==> src/rtl/fan_ramp_pwm.sv <==
// fan_ramp_pwm: single-fan PWM output stage.
// Turns a 0..127 percent command into a 100-step PWM waveform. Spin-up starts
// with a full-power kick, running duty never drops below a floor, and duty
// moves between levels one percent at a time. Duty and state only change on
// PWM period boundaries, so every output period is a clean single pulse.
module fan_ramp_pwm #(
    parameter int CLK_DIV      = 4,
    parameter int RAMP_PERIODS = 2,
    parameter int KICK_PERIODS = 8,
    parameter int MIN_RUN_PCT  = 20
) (
    input  logic       i_clk,
    input  logic       i_rst_n,
    input  logic [6:0] i_percent,
    output logic       o_pwm,
    output logic [6:0] o_duty,
    output logic [1:0] o_state,
    output logic       o_period_start
);

    localparam int PW = $clog2(CLK_DIV) + 1;
    localparam int KW = (KICK_PERIODS > 1) ? $clog2(KICK_PERIODS) : 1;
    localparam int RW = (RAMP_PERIODS > 1) ? $clog2(RAMP_PERIODS) : 1;

    localparam logic [6:0]    MIN_DUTY   = 7'(MIN_RUN_PCT);
    localparam logic [6:0]    FULL_DUTY  = 7'd100;
    localparam logic [6:0]    LAST_COUNT = 7'd99;
    localparam logic [PW-1:0] PRESC_LAST = PW'(CLK_DIV - 1);
    localparam logic [KW-1:0] KICK_LAST  = KW'(KICK_PERIODS - 1);
    localparam logic [RW-1:0] RAMP_LAST  = RW'(RAMP_PERIODS - 1);

    typedef enum logic [1:0] {
        S_OFF  = 2'b00,
        S_KICK = 2'b01,
        S_RAMP = 2'b10,
        S_HOLD = 2'b11
    } state_t;

    // Saturate the raw command to 0..100 and lift small non-zero requests to the run floor.
    function automatic logic [6:0] f_eff_target(input logic [6:0] pct);
        if (pct > FULL_DUTY)
            return FULL_DUTY;
        else if (pct == 7'd0)
            return 7'd0;
        else if (pct < MIN_DUTY)
            return MIN_DUTY;
        else
            return pct;
    endfunction

    // One percent move of the duty toward the goal.
    function automatic logic [6:0] f_step_toward(input logic [6:0] duty, input logic [6:0] goal);
        if (duty < goal)
            return duty + 7'd1;
        else if (duty > goal)
            return duty - 7'd1;
        else
            return duty;
    endfunction

    logic [PW-1:0] r_presc;
    logic [6:0]    r_count;
    logic [6:0]    r_tgt_p1;
    state_t        r_state;
    logic [6:0]    r_duty;
    logic [KW-1:0] r_kick_cnt;
    logic [RW-1:0] r_ramp_cnt;
    logic          r_pwm;
    logic          r_period_start;

    logic          w_tick;
    logic          w_boundary;
    logic [6:0]    w_count_next;
    logic [6:0]    w_goal;
    logic [6:0]    w_step;
    state_t        w_state_next;
    logic [6:0]    w_duty_next;
    logic [KW-1:0] w_kick_next;
    logic [RW-1:0] w_ramp_next;

    assign w_tick       = (r_presc == PRESC_LAST);
    assign w_boundary   = w_tick && (r_count == LAST_COUNT);
    assign w_count_next = w_tick ? ((r_count == LAST_COUNT) ? 7'd0 : r_count + 7'd1) : r_count;
    // A stopping fan ramps down to the floor before being switched off.
    assign w_goal       = (r_tgt_p1 != 7'd0) ? r_tgt_p1 : MIN_DUTY;
    assign w_step       = f_step_toward(r_duty, w_goal);

    // Prescaler and 0..99 PWM counter.
    always_ff @(posedge i_clk or negedge i_rst_n) begin
        if (!i_rst_n) begin
            r_presc <= '0;
            r_count <= '0;
        end else begin
            r_presc <= w_tick ? '0 : r_presc + PW'(1);
            r_count <= w_count_next;
        end
    end

    // Effective target, one register stage after the raw command.
    always_ff @(posedge i_clk or negedge i_rst_n) begin
        if (!i_rst_n)
            r_tgt_p1 <= '0;
        else
            r_tgt_p1 <= f_eff_target(i_percent);
    end

    // State, duty and period counters.
    always_ff @(posedge i_clk or negedge i_rst_n) begin
        if (!i_rst_n) begin
            r_state    <= S_OFF;
            r_duty     <= '0;
            r_kick_cnt <= '0;
            r_ramp_cnt <= '0;
        end else begin
            r_state    <= w_state_next;
            r_duty     <= w_duty_next;
            r_kick_cnt <= w_kick_next;
            r_ramp_cnt <= w_ramp_next;
        end
    end

    // Next state and duty, evaluated only on the period boundary.
    always_comb begin
        w_state_next = r_state;
        w_duty_next  = r_duty;
        w_kick_next  = r_kick_cnt;
        w_ramp_next  = r_ramp_cnt;
        if (w_boundary) begin
            case (r_state)
                S_OFF: begin
                    if (r_tgt_p1 != 7'd0) begin
                        w_state_next = S_KICK;
                        w_duty_next  = FULL_DUTY;
                        w_kick_next  = '0;
                    end
                end
                S_KICK: begin
                    if (r_tgt_p1 == 7'd0) begin
                        w_state_next = S_OFF;
                        w_duty_next  = 7'd0;
                    end else if (r_kick_cnt == KICK_LAST) begin
                        w_duty_next  = MIN_DUTY;
                        w_ramp_next  = '0;
                        w_state_next = (r_tgt_p1 == MIN_DUTY) ? S_HOLD : S_RAMP;
                    end else begin
                        w_kick_next = r_kick_cnt + KW'(1);
                    end
                end
                S_RAMP: begin
                    if (r_duty == w_goal) begin
                        if (r_tgt_p1 == 7'd0) begin
                            w_state_next = S_OFF;
                            w_duty_next  = 7'd0;
                        end else begin
                            w_state_next = S_HOLD;
                        end
                    end else if (r_ramp_cnt == RAMP_LAST) begin
                        w_duty_next = w_step;
                        w_ramp_next = '0;
                        if ((w_step == w_goal) && (r_tgt_p1 != 7'd0))
                            w_state_next = S_HOLD;
                    end else begin
                        w_ramp_next = r_ramp_cnt + RW'(1);
                    end
                end
                S_HOLD: begin
                    if (r_tgt_p1 != r_duty) begin
                        w_state_next = S_RAMP;
                        w_ramp_next  = '0;
                    end
                end
                default: begin
                    w_state_next = S_OFF;
                    w_duty_next  = 7'd0;
                end
            endcase
        end
    end

    // Registered PWM pin and period-start pulse, aligned with the count and duty they describe.
    always_ff @(posedge i_clk or negedge i_rst_n) begin
        if (!i_rst_n) begin
            r_pwm          <= 1'b0;
            r_period_start <= 1'b0;
        end else begin
            r_pwm          <= (w_count_next < w_duty_next);
            r_period_start <= w_boundary;
        end
    end

    assign o_pwm          = r_pwm;
    assign o_duty         = r_duty;
    assign o_state        = r_state;
    assign o_period_start = r_period_start;

endmodule
==> config.mk <==
export PLATFORM = sky130hd
export DESIGN_NAME = fan_ramp_pwm
export DESIGN_NICKNAME = d
export VERILOG_FILES = /design/src/rtl/fan_ramp_pwm.sv
export SDC_FILE = /design/constraint.sdc
export NUM_CORES = 1
export LEC_CHECK = 0
export CAP_MARGIN = 0
export CORE_MARGIN = 5
export CORE_UTILIZATION = 55
export DETAILED_ROUTE_END_ITERATION = 6
export PLACE_DENSITY = 0.75
export SETUP_SLACK_MARGIN = 0.4
export SLEW_MARGIN = 20
export SYNTH_ARGS = -nofsm -noshare
export SYNTH_HDL_FRONTEND = slang
export SYNTH_SLANG_ARGS = --single-unit
export TNS_END_PERCENT = 30
==> constraint.sdc <==
create_clock -name i_clk -period 5.1 [get_ports i_clk]
set_input_delay 0.765 -clock i_clk [delete_from_list [all_inputs] [get_ports i_clk]]
set_output_delay 0.765 -clock i_clk [all_outputs]
set_load 0.1 [all_outputs]
=== Yosys cells after proc, flatten, opt, wreduce, memory -nomap -nowiden ===
Cells that the tools add are included.

* Output and inout bits: 11
* Register bits: 32

* Equal/unequal tests: 19
* Add/sub/neg operators: 6
* $lt $le $gt $ge: 5
* Multiplexer cells: 37
* Reductions and logical operators: 11

{| class="wikitable"
|+ Operators by type and width
! cell !! count
|-
| 2-to-1 mux 7 bit || 15
|-
| case mux 7 bit (3 select lines) || 1
|-
| 2-to-1 mux 2 bit || 8
|-
| adder 7 x 1 -> 7 bit (second input constant) || 2
|-
| equality test 7 bit || 2
|-
| logical NOT 7 bit || 2
|-
| less-than comparator 7 bit || 2
|-
| 2-to-1 mux 3 bit || 4
|-
| inequality test 2 bit (second input constant) || 6
|-
| AND reduction 6 bit || 2
|-
| inequality test 3 bit (second input constant) || 3
|-
| case mux 2 bit (4 select lines) || 1
|-
| equality test 7 x 5 -> 1 bit (second input constant) || 1
|-
| equality test 7 bit (second input constant) || 1
|-
| > comparator 7 bit || 1
|-
| > comparator 7 bit (second input constant) || 1
|-
| less-than comparator 7 x 5 -> 1 bit (second input constant) || 1
|-
| inequality test 7 bit || 1
|-
| nonzero test 7 bit || 1
|-
| subtractor 7 x 1 -> 7 bit (second input constant) || 1
|-
| adder 3 x 1 -> 3 bit (second input constant) || 2
|-
| 2-to-1 mux 1 bit || 6
|-
| case mux 3 bit (2 select lines) || 1
|-
| AND reduction 5 bit || 1
|-
| other kinds (10) || 12
|}

=== Longest topological paths before layout ===
* Word-level depth: 11
* Mapped depth: 17

=== Worst setup path before layout ===
OpenSTA, ideal clock, no wires.

* Path type: register -> register
* Start point: reg r_tgt_p1[3]
* End point: reg r_pwm, in the netlist o_pwm
* Setup time: 0.111 ns
* Path buffers: 1
* Slack: 1.230 ns
* Clock period less this slack: 3.870 ns
* Arrival: 3.758 ns
* Stages on the path, launching flop included: 17
* Cell sequence: dfrtp_1 nor3_1 nor3b_1 a21oi_1 ha_1 a211oi_1 o21bai_1 or2_1 buf_2 a31oi_1 nor2_1 xor2_1 a221oi_1 ha_1 a21o_1 a21o_1 a2111oi_2

* Cells in the longest elaborated chain, start to end: 10

{| class="wikitable"
|+ RTL lines
! item !! line !! RTL
|-
| start: declaration || 63 || <nowiki>logic [6:0] r_tgt_p1;</nowiki>
|-
| start signal: assignment || 104 || <nowiki>r_tgt_p1 <= f_eff_target(i_percent);</nowiki>
|-
| nonzero test 7 bit || 85, 131 ||
|-
| 2-to-1 mux 7 bit || 85 || <nowiki>assign w_goal = (r_tgt_p1 != 7'd0) ? r_tgt_p1 : MIN_DUTY;</nowiki>
|-
| > comparator 7 bit || 55 || <nowiki>else if (duty > goal)</nowiki>
|-
| 2-to-1 mux 7 bit || 55 ||
|-
| 2-to-1 mux 7 bit || 53 || <nowiki>if (duty < goal)</nowiki>
|-
| 2-to-1 mux 7 bit || 157 || <nowiki>end else if (r_ramp_cnt == RAMP_LAST) begin</nowiki>
|-
| 2-to-1 mux 7 bit || 150 || <nowiki>if (r_duty == w_goal) begin</nowiki>
|-
| case mux 7 bit (3 select lines) (*) || 129 || <nowiki>case (r_state)</nowiki>
|-
| 2-to-1 mux 7 bit (*) || 128 || <nowiki>if (w_boundary) begin</nowiki>
|-
| less-than comparator 7 bit (*) || 186 || <nowiki>r_pwm <= (w_count_next < w_duty_next);</nowiki>
|-
| end signal: assignment || 186 ||
|-
| end: declaration || 68 || <nowiki>logic r_pwm;</nowiki>
|}

Every way passes the cells marked *; elsewhere a longest branch is shown, timed or not.
A chain may end at the register's enable or synchronous reset.

=== Worst setup path in the final report ===
Same ends and word-level chain as after synthesis.

==> impl_metrics.env <==
export IMPL_port_buffers=19
export IMPL_dieArea_um2=6070
export IMPL_dieHeight_um=77.9
export IMPL_multiInputGateArea_um2=1630
export IMPL_nets=337
export IMPL_yosys_warnings=0
export IMPL_grt_start_max_net_pins=33
export IMPL_avgRoutedWirePerCell_um=17.1
export IMPL_clockBufferDepth=2
export IMPL_worstPathRequired_ns=5.28
export IMPL_r2r_start="r_tgt_p1[3]$_DFF_PN0_"
export IMPL_p_leak_nw=1.29
export IMPL_first_global_vias=2172
export IMPL_worstSetupStartpointType="register"
export IMPL_status="finished clean"
export IMPL_period_share=0.821
export IMPL_cp_end_kind="register"
export IMPL_gp_congestion=0.994
export IMPL_hold_path_class="reg2reg"
export IMPL_cts_tree="yes"
export IMPL_synth_ff_type="dfrtp_1"
export IMPL_yosysSeqAreaShare=0.316
export IMPL_fin_skew_ns=0.00634
export IMPL_clock_latency_ns=0.29
export IMPL_max_freq_ghz=0.239
export IMPL_finalMaxSlewViolations=0
export IMPL_postCtsHoldBufs=0
export IMPL_postLayoutCoreUtil=0.652
export IMPL_num_vias=2277
export IMPL_crit_arrival_ns=4.37
export IMPL_grt_pass1_wl_um=10600
export IMPL_antenna_cells=0
export IMPL_syn_area_um2=2540
export IMPL_drtIter0Drc=275
export IMPL_fillers=369
export IMPL_design_area_um2=2880
export IMPL_drt_pass1_iterations=5
export IMPL_synthArstFlopShare=1.00
export IMPL_critPathKind="reg2reg"
export IMPL_worst_pin_slew_ns=0.975
export IMPL_yosysUniqueCellTypes=61
export IMPL_viasPerCell=6.29
export IMPL_ys_seq_elements=32
export IMPL_syn_avg_cell_area_um2=8.54
export IMPL_hold_viol_final=0
export IMPL_maxCapViolCount=0
export IMPL_coreArea_um2=4410
export IMPL_placed_area_um2=2740
export IMPL_path_clk_slew_ns=0.07
export IMPL_setup_viol=0
export IMPL_crit_path_max_fanout=7
export IMPL_synth_edf_count=0
export IMPL_start_util=0.575
export IMPL_wl_um=6180
export IMPL_die_width_um=77.9
export IMPL_area_growth_pct=13.5
export IMPL_synth_cells=297
export IMPL_grt_ovfl_total=0
export IMPL_ioPinCount=20
export IMPL_rsz0062_at_grt="false"
export IMPL_antenna_found_initial=0
export IMPL_fin_crit_ns=4.19
export IMPL_htree_levels=2
export IMPL_finalSetupTns_ns=0
export IMPL_drcViolationCount=0
export IMPL_root_buffer="clkbuf_8"
export IMPL_startpoint="r_tgt_p1[3]$_DFF_PN0_"
export IMPL_register_area_um2=801
export IMPL_ir_worst_vdd_uv=198
export IMPL_track_usage=0.216
export IMPL_cellPowerDensity_nw_per_um2=200
export IMPL_holdCritStartpoint="r_presc[0]$_DFF_PN0_"
export IMPL_maxSlewHeadroom=0.348
export IMPL_antenna_left=0
export IMPL_syn_nets=325
export IMPL_cts_buffers=5
export IMPL_row_count=24
export IMPL_dpl_hpwl_um=4610
export IMPL_clock_sinks=32
export IMPL_drive_above_1_share=0.0710
-- Yosys cell counts (4+ instances only) --
library cell   n  area [um^2]
nand4_1        6         37.5
xnor2_1       13          114
a21oi_1       18         90.1
xor2_1         6         52.6
o22ai_1        5         31.3
nor2_1        27          101
clkbuf_1      12         45.0
dfrtp_1       32          801
nand3_1        6         30.0
nand2_1       19         71.3
ha_1          19          238
nor3_1        14         70.1
nor4_1         6         37.5
a31oi_1        4         25.0
and2_1         4         25.0
a21o_1         8         60.1
and3_1         5         31.3
o21ai_0       21          105
inv_1         15         56.3
-- kinds of logic after synthesis --
kind of cell | after synthesis | share of synthesized area
AND/OR/NAND/NOR | 108 | 0.230
multiplexers | 5 | 0.0252
adder cells (fa/ha/maj) | 19 | 0.0937
flip-flops | 32 | 0.316
AO/OA/AOI/OAI | 84 | 0.224
XOR/XNOR | 19 | 0.0656
buffers and inverters | 30 | 0.0459
-- worst max-delay path, cell delays in order (launching register included) --
cell	delay, ns
dfrtp_1	0.44
nor3_2	0.27
nor3b_1	0.30
a21oi_1	0.16
ha_1	0.31
a211oi_1	0.24
o21bai_1	0.17
or2_1	0.37
a31oi_1	0.32
nor2_1	0.09
xor2_1	0.16
a221oi_1	0.30
ha_1	0.29
a21o_1	0.16
a21o_1	0.17
a2111oi_2	0.34
-- state kept, by name, summed over array words and instances, names as in the netlist, 2 cells and up --
name / cells
r_tgt_p1: 7
o_state: 2
r_presc: 3
r_kick_cnt: 3
r_count: 7
o_duty: 7
-- where the power goes --
group          switching, W  total (W)  internal (W)
combinational     0.0000264  0.0000468     0.0000204
clock             0.0000941   0.000266      0.000172
sequential       0.00000590   0.000264      0.000258
total              0.000126   0.000577      0.000450
-- layout by cell type, fill, tap and decap left out, drive strengths merged, types with 5 or more instances in the layout --
cell type / instances
xnor2: 13
nor2: 28
o22ai: 5
a21oi: 18
and3: 5
a21o: 8
nand4: 6
o21ai: 22
dfrtp: 32
clkdlybuf4s50: 19
xor2: 6
ha: 19
inv: 15
clkbuf: 7
nand3: 6
nor4: 7
nand2: 20
nor3: 14
-- cell type report --
type	count	area share
clock inverters	1	0.0104
well taps	52	0.0226
flip-flops and latches	32	0.278
inverters	15	0.0196
clock buffers	7	0.0335
multi-input cells	235	0.567
repair buffers	20	0.0687
-- repair_timing --
action	4_1_cts	5_1_grt
gates resized for setup	0	3
setup endpoints to repair	0	1
buffers inserted	0	0
-- path summary, 6_finish.rpt --
path / end / slack (ns) / cells past startpoint
hold reg to reg: r_presc[0]$_DFF_PN0_ / 0.44 / 1
min in group asynchronous: r_count[3]$_DFF_PN0_ / 0.87 / 2
setup / recovery: o_pwm$_DFF_PN0_ / 0.91 / 15
max in group asynchronous: r_kick_cnt[1]$_DFFE_PN0P_ / 3.93 / 2
setup reg to reg: o_pwm$_DFF_PN0_ / 0.91 / 15
hold / removal: r_presc[0]$_DFF_PN0_ / 0.44 / 1
-- stage by stage --
stage / power (W) / cells / worst slack, ns / hold WS [ns]
final: 0.000577 / 362 / 0.910 / 0.438
after global routing: 0.000600 / 362 / 0.503 / 0.483
after global placement: 0.000312 / 354 / 0.990 / 0.422
after detailed placement: 0.000313 / 354 / 0.860 / 0.429
after CTS: 0.000581 / 362 / 0.841 / 0.439
after floorplan: 0.000293 / 297 / 1.23 / 0.410
-- layer usage --
| layer | wire (um) | up-vias | track usage |
|---|---|---|---|
| li1 | - | 1113 | - |
| met1 | 2810 | 1045 | 0.314 |
| met2 | 2750 | 106 | 0.318 |
| met3 | 500 | 13 | 0.0463 |
| met4 | 117 | 0 | 0.0726 |
| met5 | 0 | - | 0 |
Power figures use the tool's default switching activity.
